[src/rtl/menu_nav_ctrl.sv]
// Menu/navigation controller: game state, menu selection, palette, pixel scale and layout req/ack.
// Optional build macro MENU_PIX_WRAP_EN: scale +1 from PIX_MAX wraps to PIX_MIN instead of saturating.
module menu_nav_ctrl #(
  parameter int MENU_ITEMS  = 3,
  parameter int OPT_ITEMS   = 3,
  parameter int PALETTES    = 4,
  parameter int PIX_MIN     = 1,
  parameter int PIX_MAX     = 6,
  parameter int PIX_DEFAULT = 3
) (
  input  logic        clk_i,
  input  logic        rst_n_i,
  input  logic        btn_pal_i,
  input  logic        btn_next_i,
  input  logic        btn_prev_i,
  input  logic        btn_sel_i,
  input  logic        game_exit_i,
  input  logic        layout_ack_i,
  output logic [1:0]  state_o,
  output logic [3:0]  sel_o,
  output logic [3:0]  palette_id_o,
  output logic [3:0]  pix_w_o,
  output logic [3:0]  pix_h_o,
  output logic        layout_req_o,
  output logic [2:0]  game_btn_o,
  output logic [19:0] seg_vals_o,
  output logic [3:0]  leds_o
);

  typedef enum logic [1:0] {
    ST_MAIN = 2'd0,
    ST_OPT  = 2'd1,
    ST_GAME = 2'd2
  } state_t;

  localparam logic [3:0] MENU_LAST = 4'(MENU_ITEMS - 1);
  localparam logic [3:0] OPT_LAST  = 4'(OPT_ITEMS - 1);
  localparam logic [3:0] PAL_LAST  = 4'(PALETTES - 1);
  localparam logic [3:0] PMIN      = 4'(PIX_MIN);
  localparam logic [3:0] PMAX      = 4'(PIX_MAX);
  localparam logic [3:0] PDEF      = 4'(PIX_DEFAULT);

  state_t     state_q, state_d;
  logic [3:0] sel_q, sel_d;
  logic [3:0] pal_q, pal_d;
  logic [3:0] pix_q, pix_d;
  logic       req_q, req_d;
  logic [2:0] game_btn_q, game_btn_d;
  logic [3:0] last_item;

  always_comb begin
    state_d    = state_q;
    sel_d      = sel_q;
    pal_d      = pal_q;
    pix_d      = pix_q;
    game_btn_d = 3'b000;
    last_item  = (state_q == ST_MAIN) ? MENU_LAST : OPT_LAST;

    if (btn_pal_i) begin
      pal_d = (pal_q >= PAL_LAST) ? 4'd0 : pal_q + 4'd1;
    end

    case (state_q)
      ST_MAIN, ST_OPT: begin
        if (btn_sel_i) begin
          if (state_q == ST_MAIN) begin
            if (sel_q == 4'd0) begin
              state_d = ST_GAME;
              sel_d   = 4'd0;
            end else if (sel_q == 4'd1) begin
              state_d = ST_OPT;
              sel_d   = 4'd0;
            end
          end else begin
            // Last options entry is "back"; checked first so it never aliases items 0/1.
            if (sel_q == OPT_LAST) begin
              state_d = ST_MAIN;
              sel_d   = 4'd0;
            end else if (sel_q == 4'd0) begin
`ifdef MENU_PIX_WRAP_EN
              pix_d = (pix_q >= PMAX) ? PMIN : pix_q + 4'd1;
`else
              pix_d = (pix_q >= PMAX) ? pix_q : pix_q + 4'd1;
`endif
            end else if (sel_q == 4'd1) begin
              pix_d = (pix_q <= PMIN) ? pix_q : pix_q - 4'd1;
            end
          end
        end else if (btn_next_i && !btn_prev_i) begin
          sel_d = (sel_q >= last_item) ? 4'd0 : sel_q + 4'd1;
        end else if (btn_prev_i && !btn_next_i) begin
          sel_d = (sel_q == 4'd0) ? last_item : sel_q - 4'd1;
        end
      end
      ST_GAME: begin
        if (game_exit_i) begin
          state_d = ST_MAIN;
          sel_d   = 4'd0;
        end else begin
          game_btn_d = {btn_sel_i, btn_prev_i, btn_next_i};
        end
      end
      default: begin
        state_d = ST_MAIN;
        sel_d   = 4'd0;
      end
    endcase

    // A scale change in the ack cycle must keep the request pending.
    if (pix_d != pix_q) begin
      req_d = 1'b1;
    end else if (layout_ack_i) begin
      req_d = 1'b0;
    end else begin
      req_d = req_q;
    end
  end

  always_ff @(posedge clk_i) begin
    if (!rst_n_i) begin
      state_q    <= ST_MAIN;
      sel_q      <= 4'd0;
      pal_q      <= 4'd0;
      pix_q      <= PDEF;
      req_q      <= 1'b1;
      game_btn_q <= 3'b000;
    end else begin
      state_q    <= state_d;
      sel_q      <= sel_d;
      pal_q      <= pal_d;
      pix_q      <= pix_d;
      req_q      <= req_d;
      game_btn_q <= game_btn_d;
    end
  end

  assign state_o      = state_q;
  assign sel_o        = sel_q;
  assign palette_id_o = pal_q;
  assign pix_w_o      = pix_q;
  assign pix_h_o      = pix_q;
  assign layout_req_o = req_q;
  assign game_btn_o   = game_btn_q;
  assign leds_o       = sel_q;
  assign seg_vals_o   = {1'b0, 2'b00, state_q, 1'b1, pix_q, 1'b0, pal_q, 1'b0, sel_q};

endmodule

[config.mk]
export PLATFORM = sky130hd
export DESIGN_NAME = menu_nav_ctrl
export DESIGN_NICKNAME = d
export VERILOG_FILES = /design/src/rtl/menu_nav_ctrl.sv
export SDC_FILE = /design/constraint.sdc
export NUM_CORES = 1
export LEC_CHECK = 0
export CORE_ASPECT_RATIO = 1.1
export CORE_MARGIN = 2
export CORE_UTILIZATION = 30
export DETAILED_ROUTE_END_ITERATION = 7
export GPL_TIMING_DRIVEN = 0
export HOLD_SLACK_MARGIN = 0.06
export MAX_ROUTING_LAYER = met4
export PLACE_DENSITY = 0.61
export SETUP_SLACK_MARGIN = 0.3
export SLEW_MARGIN = 20
export SYNTH_ARGS = -nofsm -noshare
export SYNTH_HDL_FRONTEND = slang
export SYNTH_SLANG_ARGS = --single-unit
[constraint.sdc]
create_clock -name clk_i -period 5.5 [get_ports clk_i]
set_clock_uncertainty 0.15 [all_clocks]
set_input_delay 0.825 -clock clk_i [delete_from_list [all_inputs] [get_ports clk_i]]
set_output_delay 0.825 -clock clk_i [all_outputs]
set_load 0.05 [all_outputs]
# After elaboration in Yosys (flattened, before gate mapping)
# Cells that the tools add are included.
[totals]
ff_bits = 18
latchBits = 0
ramBits = 0
rom_bits = 0
out_inout_bits = 46
memories = 0
[classes]
add_sub_neg = 5
n_mul = 0
div_mod_pow = 0
n_lt_le_gt_ge = 4
eq_ne = 12
n_shift = 0
muxes = 27
bitwise = 2
n_reduce_logical = 11
[ops]
columns = ["operator", "n"]
rows = [
  ["$mux 4", 19],
  ["$add 4x1->4 const B", 3],
  ["$mux 2", 6],
  ["$ne 4x4->1 const B", 3],
  ["$ge 4x2->1 const B", 2],
  ["$pmux 4 s2", 1],
  ["$reduce_and 4->1", 2],
  ["$sub 4x1->4 const B", 2],
  ["$ne 5x5->1 const B", 1],
  ["$eq 4x1->1 const B", 1],
  ["$eq 4x2->1 const B", 1],
  ["$ge 4x3->1 const B", 1],
  ["$le 4x1->1 const B", 1],
  ["$logic_not 4->1", 1],
  ["$ne 2x2->1 const B", 2],
  ["$ne 4x4->1", 1],
  ["$pmux 2 s2", 1],
  ["$reduce_or 2->1", 2],
  ["$ne 3x3->1 const B", 1],
  ["$reduce_or 3->1", 1],
  ["$eq 2x1->1 const B", 1],
  ["$eq 2x2->1 const B", 1],
  ["$logic_and 1x1->1", 2],
  ["$logic_not 1->1", 2],
  ["other kinds (2)", 3],
]

# Longest topological paths before layout
# Gate-level depths: netlist (run 1).
[depth]
depth_word = 10
ltp_mapped = 8
mapped_depth_nobuf = 7

# Worst setup path before layout (run 1)
# OpenSTA, ideal clock, no wires.
[synth_timing]
path_kind = "register to register"
from = "register sel_q[0] (netlist: leds_o[0])"
to = "register sel_q[3] (netlist: leds_o[3])"
t_arrival_ns = 2.222
required_ns = 5.231
path_slack_ns = 3.009
stages_incl_launch_ff = 9
n_path_buf = 1
cell_sequence = "dfxtp_1 -> inv_1 -> ha_1 -> buf_4 -> nor3_1 -> and4b_4 -> o32ai_2 -> nor2_1 -> o221a_2"
[synth_via]
elab_chain_cells = 6
[synth_rtl]
columns = ["element", "line_no", "text"]
rows = [
  ["from (decl)", "44", "logic [3:0] sel_q, sel_d;"],
  ["from (signal assigned)", "129", "sel_q <= sel_d;"],
  ["$sub 4x1->4 or $logic_not 4->1 (tied branches)", "92, 67", ""],
  ["$mux 4", "92", "sel_d = (sel_q == 4'd0) ? last_item : sel_q - 4'd1;"],
  ["$mux 4", "91", "end else if (btn_prev_i && !btn_next_i) begin"],
  ["$mux 4", "89", "end else if (btn_next_i && !btn_prev_i) begin"],
  ["$mux 4", "65", "if (btn_sel_i) begin"],
  ["$pmux 4 s2", "63", "case (state_q)"],
]
# Parallel ways exist; a longest one is shown, timed or not. The select of a mux whose other input is x is not followed.
# A chain may end at the register's enable or synchronous reset.

# Worst setup path after layout (run 1)
[layout_timing]
from = "register sel_q[3] (netlist: leds_o[3])"
to = "output sel_o[3]"
[layout_rtl]
columns = ["element", "line_no", "text"]
rows = [
  ["to (decl)", "20", "output logic [3:0] sel_o,"],
]
# No word-level cell between the ends.

==> metrics.csv, run 1 <==
metric,value,unit
outcome,"complete, no violations",
number of setup violations in the final report,0,
global router's overall resource usage,11.9,%
"Critical Path, Cell by Cell","buf_4, clkdlybuf4s50_1",
# resized after CTS,0,
Starting Density,31.5,%
min Tclk post-route,2.74,ns
number of sinks driven by the clock tree,18,
number of cell instances on the worst register-to-register path,8,
total count of hold-check failures in the final report,0,
buffer cell driving the clock tree root,sky130_fd_sc_hd__clkbuf_8,
distinct cell type count after synthesis,43,
number of levels in the clock H-tree,1,
Crit Path Class,register to output port,
Inst Count DP,267,
maximum clock insertion buffer count,2,
Final Cell Area,0.00196,mm2
main combinational cell family by area after synthesis,simple AND/OR/NAND/NOR gates,
final weighted congestion of routability-driven global placement,0.924,
data required time at the worst endpoint,4.53,ns
highest-delay cell along the critical path,sky130_fd_sc_hd__clkdlybuf4s50_1,
TritonCTS buffer count,3,
largest net degree at the start of global routing,12,
xor and xnor fraction of the mapped netlist area,1.28,%
number of optimization iterations in the first detailed-route pass,4,
area share of fa/ha/maj cells after synthesis,8.23,%
CTS tree,built,
most frequent cells in the layout,"47 x sky130_fd_sc_hd__clkdlybuf4s50_1, 30 x sky130_fd_sc_hd__buf_4, 18 x sky130_fd_sc_hd__dfxtp_1",
pins over their slew limit,0,
global-route layer with the greatest usage,met2,
instance count of the mapped netlist,162,
fraction of synthesized cell area taken by the top area cell type,26.3,%
family with the most delay on the worst path,buffers and inverters,
largest area contributor in the netlist,sky130_fd_sc_hd__dfxtp_1,
Overall Power,0.000922,W
final cell count without fillers,270,
total global routing overflow,0,
row count,25,
antenna cells,0,
core area,0.00435,mm2
crit start category,register,
vertical die dimension,74.8,um
type of element capturing the critical path,output port,
instance area after placement,0.00192,mm2
multiplexer share of the synthesized area,3.84,%
fraction of the cycle the final worst path needs,49.8,%
buffers inserted during post-CTS setup optimization,0,
post-synthesis cell area,0.00137,mm2
Skew-Pair Late Insertion Delay,0.25,ns
Wirelength per Cell,10.8,um
sum of negative setup slack,0,ns
Avg Synthesized Cell Area,8.44,um2
P_leak,0.827,nW
DRT antenna net count,0,
number of max-cap violations,0,
Synth Area in Compound Gates,16.1,%
most used flip-flop cell after synthesis,sky130_fd_sc_hd__dfxtp_1,
count of pins on the block boundary,54,
vias in the first global route,1054,
number of stages on the worst hold path,2,
data arrival at the endpoint of the critical path,1.76,ns
share of flip-flops with an asynchronous set or reset after synthesis,0,%
Yosys warnings,0,
HPWL after DPL,2240,um
number of antenna violations at the first check in global routing,0,
CP max stage delay,0.78,ns
Initial DRC Count,31,
die width,68.4,um
total number of nets in the final design,235,
worst vdd ir,126,uV
simple-gate portion of the synthesized area,23.2,%
met3 layer usage reported by global route,1.49,%
number of synthesized flops with an enable pin,0,
Syn-to-layout area delta,43.5,%
global-route wire length before repair,4570,um
fraction of final layout cells with drive strength greater than 1,19.9,%
GR Util met1,14.6,%
"commonest non-fill, non-tap cell in the layout",sky130_fd_sc_hd__clkdlybuf4s50_1,
type of the tightest min-delay check,register to register,
peak fanout along the critical path,9,
setup repair after global routing missed its margin,false,
number of storage elements in the synthesis netlist,18,
via count of the routed design,1218,
logic depth of the worst setup path including buffers,2,
Via density,4.51,
maximum achievable frequency,365,MHz
part of the Yosys area used for sequential elements,26.3,%
total DRC errors in the routed layout,0,
Port Buffer Count,47,
clock-pin slew of the registers on the worst-case setup and hold paths,0.06,ns
worst slew slack as a fraction of its limit,66.5,%
CTS Hold Bufs,0,
power per cell area,470,mW/mm2
worst-margin pin slew,0.501,ns
GR Util met2,20.0,%
die area,0.00512,mm2
share of the core filled with cells in the final layout,45.1,%
worst path buffer plus inverter count,2,
"top cells by area, synth","sky130_fd_sc_hd__dfxtp_1 26%, sky130_fd_sc_hd__buf_4 16%, sky130_fd_sc_hd__ha_1 8.2%, sky130_fd_sc_hd__o21ai_0 4.0%, sky130_fd_sc_hd__a21oi_1 3.3%",
Total Wirelength,2910,um
-- layout make-up --
class                   instances  area (um2)
clock buffers                   3        41.3
multi-input cells             106         743
plain buffers                  34         249
repair buffers                 47         470
flip-flops and latches         18         360
fillers                       447        2390
well taps                      54        67.6
inverters                       8        30.0
-- registers in the layout (all words and copies together), names as in the netlist --
signal / flops
game_btn_o: 3
palette_id_o: 4
layout_req_o: 1
leds_o: 4
state_o: 2
pix_h_o: 4
-- cells by family (layout without fill, tap and decap cells) --
logic type	count (synthesis)	count (layout)
compound gates	34	34
buf+inv	42	92
xor+xnor	2	2
simple gates	50	50
fa+ha+maj	9	9
other cells	2	6
mux	5	5
flops	18	18
-- worst paths after layout --
check                                   from      endpoint  slack, ns
worst max-delay path               leds_o[3]      sel_o[3]       2.76
worst min-delay path            layout_req_o  layout_req_o       0.33
worst max register to register     leds_o[0]     leds_o[3]       3.20
worst min register to register  layout_req_o  layout_req_o       0.33
-- power breakdown --
| group | switching, W | leakage, nW | internal, W |
|---|---|---|---|
| Clock | 0.0000409 | 0.0216 | 0.0000486 |
| Combinational | 0.000379 | 0.659 | 0.000259 |
| Sequential | 0.0000405 | 0.147 | 0.000154 |
-- synth_stat cells, types with 2 or more instances --
library cell	instances
sky130_fd_sc_hd__a31oi_1	2
sky130_fd_sc_hd__a21boi_0	4
sky130_fd_sc_hd__clkbuf_1	2
sky130_fd_sc_hd__xnor2_1	2
sky130_fd_sc_hd__conb_1	2
sky130_fd_sc_hd__mux2i_1	3
sky130_fd_sc_hd__dfxtp_1	18
sky130_fd_sc_hd__nor2b_1	2
sky130_fd_sc_hd__nor2_1	5
sky130_fd_sc_hd__ha_1	9
sky130_fd_sc_hd__mux2_2	2
sky130_fd_sc_hd__o21ai_0	11
sky130_fd_sc_hd__inv_1	8
sky130_fd_sc_hd__nand2_1	7
sky130_fd_sc_hd__and2_1	4
sky130_fd_sc_hd__a21oi_1	9
sky130_fd_sc_hd__nand3b_1	4
sky130_fd_sc_hd__nor3_1	5
sky130_fd_sc_hd__nand3_1	5
sky130_fd_sc_hd__and3b_1	2
sky130_fd_sc_hd__nand2b_1	3
sky130_fd_sc_hd__nor4b_1	2
sky130_fd_sc_hd__nor3b_1	2
sky130_fd_sc_hd__buf_4	30
-- worst reg2reg max path: stages (launching register included) --
cell and delay [ns]:
sky130_fd_sc_hd__dfxtp_1 0.47, sky130_fd_sc_hd__inv_1 0.15, sky130_fd_sc_hd__ha_1 0.22, sky130_fd_sc_hd__buf_4 0.16, sky130_fd_sc_hd__nor3_1 0.15, sky130_fd_sc_hd__and4b_4 0.23
sky130_fd_sc_hd__o32ai_2 0.29, sky130_fd_sc_hd__nor2_1 0.10, sky130_fd_sc_hd__o221a_2 0.28
-- through the flow --
step / setup slack (ns) / hold slack [ns]
2_1_floorplan: 3.01 / 0.555
3_3_place_gp: 2.65 / 0.321
3_5_place_dp: 2.65 / 0.322
4_1_cts: 2.73 / 0.339
5_1_grt: 2.68 / 0.372
6_report: 2.76 / 0.329
-- per-layer routing --
layer	routed length (um)	vias up
met5	0	-
met4	18	0
met3	202	2
met2	1340	44
met1	1340	533
li1	-	639
No activity file was read; power rests on OpenSTA's default activity.
==> run 2, diff against run 1 <==
PLACE_DENSITY = 0.63   (was 0.61)
clock period = 2.2 ns   (was 5.5 ns; I/O delays follow)
==> run 2 against run 1 <==
  * Wire length grew 20%
  * Hold slack got worse by 0.0094 ns
  * Final cell count up 9.6%
  * First-iteration DRC count is 55% higher
  * Clock power grew to 3.2 times the previous value
  * Critical path depth up 5
  * Sequential power rose to 2.6 times the previous value
  * Sequential cell count unchanged
  * Critical endpoint is now leds_o[1]
  * Largest cell class is now non-clock buffers
==> metrics.csv, run 2 (same netlist as run 1, synthesis figures left out) <==
metric,value,unit
outcome,"complete, no violations",
die area,0.00512,mm2
"commonest non-fill, non-tap cell in the layout",sky130_fd_sc_hd__buf_4,
vertical die dimension,74.8,um
die width,68.4,um
number of max-cap violations,0,
buffer cell driving the clock tree root,sky130_fd_sc_hd__clkbuf_8,
fraction of the cycle the final worst path needs,90.8,%
power per cell area,1250,mW/mm2
total count of hold-check failures in the final report,0,
data arrival at the endpoint of the critical path,2.04,ns
final weighted congestion of routability-driven global placement,0.843,
Crit Path Class,register to register,
number of cell instances on the worst register-to-register path,7,
Port Buffer Count,47,
crit start category,register,
maximum clock insertion buffer count,2,
Layout fillers,423,
number of setup violations in the final report,0,
number of sinks driven by the clock tree,18,
DRT antenna net count,0,
number of levels in the clock H-tree,1,
global-route wire length before repair,5350,um
Syn-to-layout area delta,65.3,%
Skew-Pair Late Insertion Delay,0.26,ns
type of the tightest min-delay check,register to register,
GR Util met1,16.1,%
worst-margin pin slew,0.500,ns
pins over their slew limit,0,
number of antenna violations at the first check in global routing,0,
via count of the routed design,1347,
Total Wirelength,3490,um
TritonCTS buffer count,3,
fraction of final layout cells with drive strength greater than 1,40.5,%
global-route layer with the greatest usage,met2,
type of element capturing the critical path,register,
number of stages on the worst hold path,2,
HPWL after DPL,2350,um
origin of the critical flop-to-flop path,leds_o[0],
antenna cells,0,
global router's overall resource usage,14.3,%
setup slack at placement,-0.203,ns
total global routing overflow,0,
met3 layer usage reported by global route,2.54,%
least setup slack across all paths after layout,0.201,ns
total DRC errors in the routed layout,0,
total number of nets in the final design,260,
most frequent cells in the layout,"51 x sky130_fd_sc_hd__buf_4, 29 x sky130_fd_sc_hd__dlygate4sd2_1, 10 x sky130_fd_sc_hd__dfxtp_1",
Inst Count DP,267,
Hold Crit Start,layout_req_o,
Via density,4.55,
min Tclk post-route,2.00,ns
largest net degree at the start of global routing,12,
maximum achievable frequency,500,MHz
clock-pin slew of the registers on the worst-case setup and hold paths,0.07,ns
count of pins on the block boundary,54,
core area,0.00435,mm2
multi-input combinational cell area,831,um2
number of optimization iterations in the first detailed-route pass,4,
Starting Density,31.5,%
vias in the first global route,1193,
setup repair after global routing missed its margin,true,
peak fanout along the critical path,6,
CTS tree,built,
data required time at the worst endpoint,2.24,ns
P_leak,1.07,nW
GR Util met2,24.8,%
Wirelength per Cell,11.8,um
source of the critical timing path,leds_o[0],
worst vdd ir,630,uV
area occupied by registers,383,um2
worst slew slack as a fraction of its limit,66.6,%
row count,25,
final cell count without fillers,296,
Initial DRC Count,48,
CTS Hold Bufs,0,
==> run 2: worst paths after layout <==
check,end,slack (ns)
max,leds_o[1],0.20
min,layout_req_o,0.32
max reg2reg,leds_o[1],0.20
min reg2reg,layout_req_o,0.32
==> run 2: layout make-up <==
type	count	area share, %
Timing Repair Buffer	72	27.6
Buffer	34	11.5
Sequential cell	18	16.9
Multi-Input combinational cell	106	36.7
Clock buffer	4	2.43
Inverter	8	1.77
Tap cell	54	2.99
==> run 2: layer usage <==
layer / wire, um / share of wire, %
met5: 0 / 0
met4: 57 / 1.6
met3: 146 / 4.2
met2: 1760 / 50
met1: 1530 / 44
==> run 2: power by group <==
group | internal [W] | total [W] | switching [W] | leakage [nW]
logic | 0.000909 | 0.00202 | 0.00112 | 0.895
clock network | 0.000160 | 0.000284 | 0.000125 | 0.0288
registers | 0.000403 | 0.000510 | 0.000107 | 0.150
total | 0.00147 | 0.00282 | 0.00135 | 1.07
==> run 2: through the flow <==
step | util [%] | power, W | hold slack (ns) | area [um2] | setup TNS (ns)
2_1_floorplan | - | 0.00179 | 0.302 | 1450 | 0
3_3_place_gp | 45.8 | 0.00220 | 0.309 | 1990 | -0.256
3_5_place_dp | 45.8 | 0.00221 | 0.311 | 1990 | -0.388
4_1_cts | 49.5 | 0.00265 | 0.332 | 2150 | 0
5_1_grt | 52.0 | 0.00301 | 0.374 | 2260 | 0
6_report | 52.0 | 0.00282 | 0.320 | 2260 | 0
==> run 2: timing repair <==
item,in CTS,in global routing
setup buffers,18,7
endpoints found under the setup margin,43,15
pin swaps,3,9
gates resized for setup,48,25
hold endpoints to repair,0,0
==> run 2: critical path, cell delays in order (launching register included) <==
cell and delay [ns]:
sky130_fd_sc_hd__dfxtp_4 0.40, sky130_fd_sc_hd__buf_12 0.11, sky130_fd_sc_hd__ha_4 0.17, sky130_fd_sc_hd__nor3_2 0.04
sky130_fd_sc_hd__and4b_4 0.34, sky130_fd_sc_hd__o32ai_4 0.08, sky130_fd_sc_hd__or4b_1 0.51, sky130_fd_sc_hd__a21boi_1 0.13
